==> src/rtl/axis_acc_pkg.sv <==
// Shared types and helpers for the AXI-stream packet accumulator.
package axis_acc_pkg;

  localparam int DEF_DATA_WIDTH = 8;
  localparam int DEF_CNT_WIDTH  = 16;

  // Widest stream supported by the shared masking helper.
  localparam int MAX_DATA_W = 512;
  localparam int MAX_STRB_W = MAX_DATA_W / 8;

  typedef enum logic [1:0] {IDLE, ACCUM, HOLD} acc_state_t;

  // Zero every byte lane whose strobe bit is clear.
  function automatic logic [MAX_DATA_W-1:0] strb_mask(
    input logic [MAX_DATA_W-1:0] data,
    input logic [MAX_STRB_W-1:0] strb
  );
    logic [MAX_DATA_W-1:0] m;
    m = data;
    for (int i = 0; i < MAX_STRB_W; i++) begin
      if (!strb[i]) m[i*8 +: 8] = 8'h00;
    end
    return m;
  endfunction

endpackage

==> src/rtl/axis_acc_adder.sv <==
// Combinational masked add: strobe-masked beat, zero-extended and added to the
// running sum (or loaded on the first beat). Reports carry-out as overflow.
// With AXIS_PACKET_ACCUMULATOR_SATURATE_EN defined the sum clips at all-ones,
// otherwise it wraps.
module axis_acc_adder
  import axis_acc_pkg::*;
#(
  parameter int DATA_WIDTH = DEF_DATA_WIDTH,
  parameter int ACC_WIDTH  = DATA_WIDTH + 16
) (
  input  logic [ACC_WIDTH-1:0]    i_acc,
  input  logic                    i_load,
  input  logic [DATA_WIDTH-1:0]   i_data,
  input  logic [DATA_WIDTH/8-1:0] i_strb,
  output logic [ACC_WIDTH-1:0]    o_sum,
  output logic                    o_ovf
);

  logic [DATA_WIDTH-1:0] w_masked;
  logic [ACC_WIDTH-1:0]  w_operand;
  logic [ACC_WIDTH-1:0]  w_base;
  logic [ACC_WIDTH:0]    w_full;

  assign w_masked  = DATA_WIDTH'(strb_mask(MAX_DATA_W'(i_data), MAX_STRB_W'(i_strb)));
  assign w_operand = ACC_WIDTH'(w_masked);
  // The first beat of a packet starts from zero, so it can never overflow.
  assign w_base    = i_load ? '0 : i_acc;
  assign w_full    = {1'b0, w_base} + {1'b0, w_operand};
  assign o_ovf     = w_full[ACC_WIDTH];

`ifdef AXIS_PACKET_ACCUMULATOR_SATURATE_EN
  function automatic logic [ACC_WIDTH-1:0] sat_clip(input logic [ACC_WIDTH:0] full);
    return full[ACC_WIDTH] ? {ACC_WIDTH{1'b1}} : full[ACC_WIDTH-1:0];
  endfunction

  assign o_sum = sat_clip(w_full);
`else
  assign o_sum = w_full[ACC_WIDTH-1:0];
`endif

endmodule

==> src/rtl/axis_packet_accumulator.sv <==
// AXI-stream packet accumulator: reduces each tlast-delimited packet to a sum
// and beat count, presented on a valid/ready result port, with start/end of
// window strobes. Optional saturation: AXIS_PACKET_ACCUMULATOR_SATURATE_EN.
module axis_packet_accumulator
  import axis_acc_pkg::*;
#(
  parameter int DATA_WIDTH = DEF_DATA_WIDTH,
  parameter int ACC_WIDTH  = DATA_WIDTH + 16,
  parameter int CNT_WIDTH  = DEF_CNT_WIDTH
) (
  input  logic                    clk,
  input  logic                    rst,
  input  logic                    s_axis_tvalid,
  output logic                    s_axis_tready,
  input  logic [DATA_WIDTH-1:0]   s_axis_tdata,
  input  logic [DATA_WIDTH/8-1:0] s_axis_tstrb,
  input  logic                    s_axis_tlast,
  output logic                    m_result_valid,
  input  logic                    m_result_ready,
  output logic [ACC_WIDTH-1:0]    m_result_data,
  output logic [CNT_WIDTH-1:0]    m_result_count,
  output logic                    sow_o,
  output logic                    eow_o,
  output logic                    sat_o
);

  localparam logic [CNT_WIDTH-1:0] CNT_MAX = '1;

  acc_state_t           r_state;
  acc_state_t           w_next_state;
  logic                 w_accept;
  logic                 w_load;
  logic [ACC_WIDTH-1:0] w_sum;
  logic                 w_ovf;
  logic [ACC_WIDTH-1:0] r_acc;
  logic [CNT_WIDTH-1:0] r_cnt;
  logic                 r_eow;

  assign w_load = (r_state == IDLE);

  axis_acc_adder #(
    .DATA_WIDTH (DATA_WIDTH),
    .ACC_WIDTH  (ACC_WIDTH)
  ) u_adder (
    .i_acc  (r_acc),
    .i_load (w_load),
    .i_data (s_axis_tdata),
    .i_strb (s_axis_tstrb),
    .o_sum  (w_sum),
    .o_ovf  (w_ovf)
  );

  // State register.
  always_ff @(posedge clk) begin
    if (rst) r_state <= IDLE;
    else     r_state <= w_next_state;
  end

  // Next-state decode, handshake outputs and start-of-window strobe.
  always_comb begin
    w_next_state   = r_state;
    s_axis_tready  = 1'b0;
    m_result_valid = 1'b0;
    sow_o          = 1'b0;
    w_accept       = 1'b0;
    case (r_state)
      IDLE: begin
        s_axis_tready = !rst;
        w_accept      = s_axis_tvalid && !rst;
        sow_o         = w_accept;
        if (w_accept) w_next_state = s_axis_tlast ? HOLD : ACCUM;
      end
      ACCUM: begin
        s_axis_tready = !rst;
        w_accept      = s_axis_tvalid && !rst;
        if (w_accept && s_axis_tlast) w_next_state = HOLD;
      end
      HOLD: begin
        m_result_valid = 1'b1;
        if (m_result_ready) w_next_state = IDLE;
      end
      default: w_next_state = IDLE;
    endcase
  end

  // Running sum, saturating beat counter and end-of-window pulse.
  always_ff @(posedge clk) begin
    if (rst) begin
      r_acc <= '0;
      r_cnt <= '0;
      r_eow <= 1'b0;
    end else begin
      r_eow <= w_accept && s_axis_tlast;
      if (w_accept) begin
        r_acc <= w_sum;
        if (w_load)                r_cnt <= CNT_WIDTH'(1);
        else if (r_cnt != CNT_MAX) r_cnt <= r_cnt + 1'b1;
      end
    end
  end

`ifdef AXIS_PACKET_ACCUMULATOR_SATURATE_EN
  logic r_sat;

  // Sticky saturation flag for the packet in progress; restarts on its first beat.
  always_ff @(posedge clk) begin
    if (rst) begin
      r_sat <= 1'b0;
    end else if (w_accept) begin
      r_sat <= w_load ? w_ovf : (r_sat | w_ovf);
    end
  end

  assign sat_o = (r_state == HOLD) && r_sat;
`else
  logic w_unused_ovf;
  assign w_unused_ovf = w_ovf;
  assign sat_o        = 1'b0;
`endif

  assign m_result_data  = r_acc;
  assign m_result_count = r_cnt;
  assign eow_o          = r_eow;

endmodule

==> config.mk <==
export PLATFORM = sky130hd
export DESIGN_NAME = axis_packet_accumulator
export DESIGN_NICKNAME = d
export VERILOG_FILES = /design/src/rtl/axis_acc_pkg.sv /design/src/rtl/axis_acc_adder.sv /design/src/rtl/axis_packet_accumulator.sv
export SDC_FILE = /design/constraint.sdc
export NUM_CORES = 1
export LEC_CHECK = 0
export ABC_AREA = 1
export CORE_MARGIN = 3
export CORE_UTILIZATION = 28
export DETAILED_ROUTE_END_ITERATION = 7
export PLACE_DENSITY_LB_ADDON = 0.08
export SYNTH_ARGS = -nofsm -noshare
export SYNTH_HDL_FRONTEND = slang
export SYNTH_SLANG_ARGS = --single-unit
==> constraint.sdc <==
create_clock -name clk -period 5.4 [get_ports clk]
set_input_delay 1.62 -clock clk [delete_from_list [all_inputs] [get_ports clk]]
set_output_delay 1.62 -clock clk [all_outputs]
set_load 0.005 [all_outputs]
==> results by group, run 1 <==
Placed design
  • Dpl ws: 0.679 ns
  • Port bufs: 57
  • Routability cong.: 0.839
  • DP HPWL: 5.79 mm

Power and ir drop
  • Max VDD drop: 83.9 uV
  • PnR Total Power: 0.677 mW
  • LEAKAGE: 1.39 nW
  • Pwr dens: 188 nW/um^2

Final layout
  • N_diodes: 0
  • Final core utilization: 37.8%
  • Area grow syn2layout: 28.1%
  • Layout cells sized above 1: 6.92%
  • Nets: 529

Worst setup path
  • Worst Path Required: 3.78 ns
  • CP max stage delay: 0.56 ns
  • Worst reg-to-reg path cell count: 13
  • Critical Path Source Type: input port
  • Crit path DAT: 3.10 ns
  • Buffers and inverters on the worst path: 3
  • Crit path max-delay family: buffers and inverters
  • Slowest cell on the critical path: clkdlybuf4s50_1
  • Cell repeated most along the worst path: clkdlybuf4s50_1
  • R2R Setup Slk: 2.61 ns
  • CP Max Fanout: 8
  • Worst path cell trace: clkdlybuf4s50_1 > inv_2 > nand2_1 > nor2_4 > clkdlybuf4s50_1
  • CP endpoint kind: primary output
  • Reg-to-reg endpoint: m_result_data[22]
  • Crit Reg-Reg Startpoint: r_state[0]
  • Critical path class: in -> out

Clocking
  • CTS Buf Count: 5
  • Number of clock sinks: 43
  • Worst-path clk slew: 0.08 ns
  • H-tree depth reported by CTS: 2
  • Root Buffer: clkbuf_8
  • PostCTS Resize Cnt: 0
  • CTS tree: yes
  • Worst-skew pair later-pin latency: 0.31 ns
  • Post-CTS Setup Repair Bufs: 0
  • Hold-fix buffers, CTS: 0
  • CTS Buffer Depth: 2

Global routing
  • Vias in the first global route: 2753
  • Global Route Usage Sum: 14.4%
  • Antenna violations before repair: 0
  • Pin count of the biggest net entering global routing: 24
  • Grt ovf: 0
  • First-pass GRT wire length: 13.3 mm

Yosys
  • Yosys warns: 0
  • Post-synth top area cell: dfxtp_1
  • Flops & latches, synth: 43
  • Syn Nets: 476
  • Cell Area, Synth: 2800 sq um
  • Sequential element share of the synthesized area: 30.7%
  • Area share of the largest cell type after synthesis: 30.7%
  • Cell variety after synth: 31
  • Synth top area cells: dfxtp_1 31%, nand2_1 15%, nor2_1 11%
  • Syn avg cell area: 6.20 sq um
  • Post-Synthesis Cells: 452

Route
  • Routed WL: 7.82 mm
  • Remaining DRCs: 0
  • Initial drt markers: 82
  • Wire length per cell: 12.3 um
  • First-pass DRT Iterations: 4
  • Vias per cell: 4.54
  • ANT nets after route: 0
  • DR vias: 2885

STA
  • Setup WS post-layout: 0.676 ns
  • Peak Freq: 0.212 GHz
  • Worst slew margin: 42.0%
  • Setup total negative slack: 0 ns
  • Final worst path period need: 4.72 ns
  • Slew Viols, Final: 0
  • RSZ-0062 raised after global routing: false
  • Hold Fails Final Rpt: 0
  • Layout Skew: 0.0124 ns
  • Final setup fails: 0
  • Fin crit share: 87.5%
  • Actual slew at the worst max-slew pin: 0.869 ns

Die
  • Row cnt: 35
  • I/O pins: 59
  • Die area: 11300 sq um
  • Die height: 106 um
  • Core area: 9500 sq um
  • DIE WIDTH: 106 um
  • Initial Util: 29.5%

Worst hold path
  • Worst Min Path Start: m_result_data[1]
  • Hold EP: m_result_data[1]
  • Hold Crit Class: reg -> reg
  • Hold depth: 2

Outcome
  • Status: finished clean

Job
  • Max-cap violations: 0
-- layer usage --
metal	track usage, %	routed length, um
met5	0	0
met4	3.24	46
met3	2.49	294
met1	19.9	4100
met2	23.5	3380
-- layout make-up --
| type | count | area, sq um |
|---|---|---|
| repair buffers | 60 | 593 |
| clock buffers | 5 | 68.8 |
| inverters | 61 | 229 |
| multi-input cells | 334 | 1630 |
| well taps | 129 | 161 |
| fillers | 1032 | 5910 |
| clock inverters | 3 | 43.8 |
| flip-flops and latches | 43 | 861 |
-- how the worst max path moves through the flow --
stage,from,endpoint,depth (start not counted)
final,rst,sow_o,5
after global routing,rst,sow_o,5
after CTS,rst,sow_o,5
after detailed placement,rst,sow_o,5
after global placement,rst,sow_o,5
after floorplan,rst,sow_o,4
-- worst reg2reg max path, cell delays in order, from the launching register on --
cell and delay, ns:
dfxtp_1 0.41, nor2_2 0.70, nor2_1 0.09, ha_1 0.24, fa_1 0.40, nand3_1 0.10
nand2_1 0.11, nand2_1 0.09, nand2_1 0.12, nand4_1 0.19, nor2_1 0.09, nand2_1 0.06
nand2_1 0.05, nor2_1 0.08
-- cells in the final DEF, fill, tap and decap left out, types with 2 or more instances in the layout --
| cell type | count |
|---|---|
| nand2_1 | 110 |
| nor2_1 | 82 |
| clkdlybuf4s50_1 | 57 |
| inv_1 | 54 |
| dfxtp_1 | 43 |
| nand3_1 | 32 |
| a21oi_1 | 23 |
| o21ai_0 | 16 |
| nand4_1 | 13 |
| ha_1 | 9 |
| nor2_2 | 8 |
| inv_2 | 7 |
| o21ai_1 | 7 |
| nor3_1 | 6 |
| xor2_1 | 6 |
| xnor2_1 | 5 |
| clkbuf_8 | 5 |
| nand2_2 | 3 |
| nand3_2 | 3 |
| buf_4 | 3 |
| nor2_4 | 2 |
-- logic make-up (layout without fill, tap and decap cells) --
family,after synthesis,after routing,share of synthesized area [%]
AO/OA/AOI/OAI,51,51,9.59
adder cells (fa/ha/maj),10,10,4.73
AND/OR/NAND/NOR,261,261,40.4
buffers and inverters,75,129,11.0
XOR/XNOR,11,11,3.44
flip-flops,43,43,30.7
other,1,1,0.134
-- power by group --
part | switching, mW | total, mW | internal [mW]
Sequential | 0.00545 | 0.328 | 0.323
Clock | 0.124 | 0.262 | 0.138
Combinational | 0.0515 | 0.0866 | 0.0351
Total | 0.181 | 0.677 | 0.496
-- cell usage after synthesis, drive strengths merged --
| cell | n |
|---|---|
| ha | 9 |
| a21oi | 23 |
| xnor2 | 5 |
| a2111oi | 1 |
| dfxtp | 43 |
| xor2 | 6 |
| nor3b | 1 |
| clkbuf | 6 |
| conb | 1 |
| buf | 8 |
| nor3 | 6 |
| fa | 1 |
| nand2 | 114 |
| o2bb2ai | 1 |
| nand3 | 35 |
| o21ai | 23 |
| a22oi | 1 |
| nand4 | 13 |
| inv | 61 |
| a31oi | 1 |
| o21a | 1 |
| nor2 | 92 |
-- sequential cells by signal, indices dropped and copies added (netlist names) --
register        flops
eow_o               1
m_result_count     16
m_result_data      24
r_state             2
-- stage by stage --
stage | cells | cell area [sq um] | hold WS (ns)
3_5_place_dp | 627 | 3480 | 0.469
3_3_place_gp | 627 | 3480 | 0.462
6_report | 635 | 3590 | 0.479
5_1_grt | 635 | 3590 | 0.504
2_1_floorplan | 452 | 2800 | 0.460
4_1_cts | 635 | 3590 | 0.483
(Power assumes the default switching activity.)
==> run 2, diff against run 1 <==
--- a/config.mk
+++ b/config.mk
@@ -6,9 +6,10 @@
 export NUM_CORES = 1
 export LEC_CHECK = 0
 export ABC_AREA = 1
-export CORE_MARGIN = 3
+export CORE_MARGIN = 2
 export CORE_UTILIZATION = 28
 export DETAILED_ROUTE_END_ITERATION = 7
+export HOLD_SLACK_MARGIN = 0.03
 export PLACE_DENSITY_LB_ADDON = 0.08
 export SYNTH_ARGS = -nofsm -noshare
 export SYNTH_HDL_FRONTEND = slang
==> run 2 against run 1 <==
  * Count of clock-buffer cells in the layout grew 2
  * Sequential power hardly changed
  * Power down 7.7%
  * Maximum frequency fell by 0.52%
  * Largest cell class unchanged
  * Critical path depth stayed put
  * Critical endpoint unchanged
  * Non-clock buffer count unchanged
  * Clock power down 20%
  * Cell area down 0.73%
  * Highest routed layer unchanged
==> results by group, run 2 (synthesis results as in run 1) <==
Power and ir drop
  • LEAKAGE: 1.37 nW (was 1.39 nW)
  • Max VDD drop: 89.2 uV (was 83.9 uV)
  • Pwr dens: 175 nW/um^2 (was 188 nW/um^2)

Job
  • Max-cap violations: 0 (unchanged)

Placed design
  • Inst Count DP: 631 (was 627)
  • Port bufs: 57 (unchanged)
  • Routability cong.: 0.787 (was 0.839)
  • DP HPWL: 5.79 mm (about the same)

Worst setup path
  • CP Max Fanout: 8 (unchanged)
  • Crit path DAT: 3.13 ns (was 3.10 ns)
  • Worst Path Required: 3.78 ns (about the same)
  • CP endpoint kind: primary output (unchanged)
  • Critical path class: in -> out (unchanged)
  • Critical Path Source Type: input port (unchanged)

Clocking
  • Post-CTS Setup Repair Bufs: 0 (unchanged)
  • CTS tree: yes (unchanged)
  • Hold-fix buffers, CTS: 0 (unchanged)
  • CTS Buf Count: 5 (unchanged)
  • Worst-skew pair later-pin latency: 0.30 ns (was 0.31 ns)
  • Number of clock sinks: 43 (unchanged)
  • Root Buffer: clkbuf_8 (unchanged)
  • H-tree depth reported by CTS: 2 (unchanged)
  • CTS Buffer Depth: 2 (unchanged)
  • Worst-path clk slew: 0.08 ns (about the same)
  • PostCTS Resize Cnt: 0 (unchanged)

Route
  • Wire length per cell: 12.4 um (was 12.3 um)
  • Initial drt markers: 95 (was 82)
  • DR vias: 2888 (was 2885)
  • Remaining DRCs: 0 (unchanged)
  • ANT nets after route: 0 (unchanged)
  • Routed WL: 7.95 mm (was 7.82 mm)
  • Vias per cell: 4.52 (was 4.54)
  • First-pass DRT Iterations: 4 (unchanged)

STA
  • Fin crit share: 87.9% (was 87.5%)
  • Hold Fails Final Rpt: 0 (unchanged)
  • RSZ-0062 raised after global routing: false (unchanged)
  • Peak Freq: 0.211 GHz (was 0.212 GHz)
  • Layout Skew: 0.00508 ns (was 0.0124 ns)
  • Setup total negative slack: 0 ns (unchanged)
  • Slew Viols, Final: 0 (unchanged)
  • Worst slew margin: 46.6% (was 42.0%)
  • Final worst path period need: 4.75 ns (was 4.72 ns)
  • Final setup fails: 0 (unchanged)
  • Actual slew at the worst max-slew pin: 0.800 ns (was 0.869 ns)

Global routing
  • Antenna violations before repair: 0 (unchanged)
  • Pin count of the biggest net entering global routing: 24 (unchanged)
  • First-pass GRT wire length: 13.6 mm (was 13.3 mm)
  • Vias in the first global route: 2748 (was 2753)
  • Grt ovf: 0 (unchanged)
  • Global Route Usage Sum: 15.1% (was 14.4%)

Final layout
  • # fillers: 1068 (was 1032)
  • Nets: 529 (unchanged)
  • Layout cells sized above 1: 6.52% (was 6.92%)
  • Most common cell after layout, fill and taps aside: nand2_1 (unchanged)
  • N_diodes: 0 (unchanged)
  • Final cell count without fillers: 639 (was 635)
  • Most frequent cells in the layout: 110 x nand2_1, 82 x nor2_1, 57 x clkdlybuf4s50_1, 54 x inv_1, 43 x dfxtp_1 (unchanged)
  • Largest register FFs: 24 (unchanged)
  • Area grow syn2layout: 27.1% (was 28.1%)

Die
  • Initial Util: 28.8% (was 29.5%)
  • Die height: 104 um (was 106 um)
  • Row cnt: 36 (was 35)
  • DIE WIDTH: 104 um (was 106 um)
  • Die area: 10800 sq um (was 11300 sq um)
  • Core area: 9730 sq um (was 9500 sq um)
  • I/O pins: 59 (unchanged)

Worst hold path
  • Hold Crit Class: reg -> reg (unchanged)

Outcome
  • Status: finished clean (unchanged)
-- run 2: cell types whose count changed in the layout (fill, tap and decap cells not counted) --
cell       change
bufinv_16      -1
clkbuf_1       +2
clkinv_4       -1
-- run 2: path summary, 6_finish.rpt --
path,from,to,slack [ns],cells past startpoint
worst max-delay path,rst,sow_o,0.65,5
worst max register to register,r_state[0],m_result_data[22],2.67,13
worst min register to register,m_result_data[0],m_result_data[0],0.48,2
worst min-delay path,m_result_data[0],m_result_data[0],0.48,2
-- run 2: final cells by class --
cell class | instances | area [sq um] | area share, %
flip-flops and latches | 43 | 861 | 24.1
clock inverters | 1 | 5.00 | 0.140
repair buffers | 60 | 593 | 16.6
clock buffers | 7 | 76.3 | 2.14
multi-input cells | 334 | 1630 | 45.8
well taps | 133 | 166 | 4.67
inverters | 61 | 229 | 6.42
-- run 2: per-layer routing --
metal / up-vias / routed length, um / GRT usage (%) / part of all wire [%]
li1: 1541 / - / - / -
met1: 1286 / 3980 / 20.1 / 50
met2: 55 / 3570 / 25.1 / 45
met3: 6 / 337 / 3.32 / 4.2
met4: 0 / 55 / 3.09 / 0.69
met5: - / 0 / 0 / 0
-- run 2: report_power, final --
group | switching, mW | internal (mW) | leakage [nW]
Combinational | 0.0513 | 0.0351 | 0.980
Clock | 0.119 | 0.0912 | 0.0422
Sequential | 0.00551 | 0.323 | 0.348
Total | 0.176 | 0.449 | 1.37
-- run 2: worst max-delay path: stages --
cell             delay, ns
clkdlybuf4s50_1       0.47
inv_2                 0.08
nand2_1               0.10
nor2_4                0.29
clkdlybuf4s50_1       0.56
-- run 2: stage by stage --
stage,setup WS [ns],hold slack [ns],area (sq um),power (mW),utilization [%]
6_report,0.651,0.475,3560,0.625,36.6
5_1_grt,0.580,0.514,3560,0.660,36.6
4_1_cts,0.637,0.479,3560,0.636,36.6
3_5_place_dp,0.636,0.465,3480,0.424,35.8
3_3_place_gp,0.676,0.465,3480,0.423,35.8
2_1_floorplan,1.66,0.460,2800,0.388,-
==> run 3, diff against run 2 <==
--- a/config.mk
+++ b/config.mk
@@ -11,6 +11,7 @@
 export DETAILED_ROUTE_END_ITERATION = 7
 export HOLD_SLACK_MARGIN = 0.03
 export PLACE_DENSITY_LB_ADDON = 0.08
+export SKIP_LAST_GASP = 1
 export SYNTH_ARGS = -nofsm -noshare
 export SYNTH_HDL_FRONTEND = slang
 export SYNTH_SLANG_ARGS = --single-unit
==> results of run 3 <==
Same layout as run 2: the final DEF is identical, and so are final timing and power.
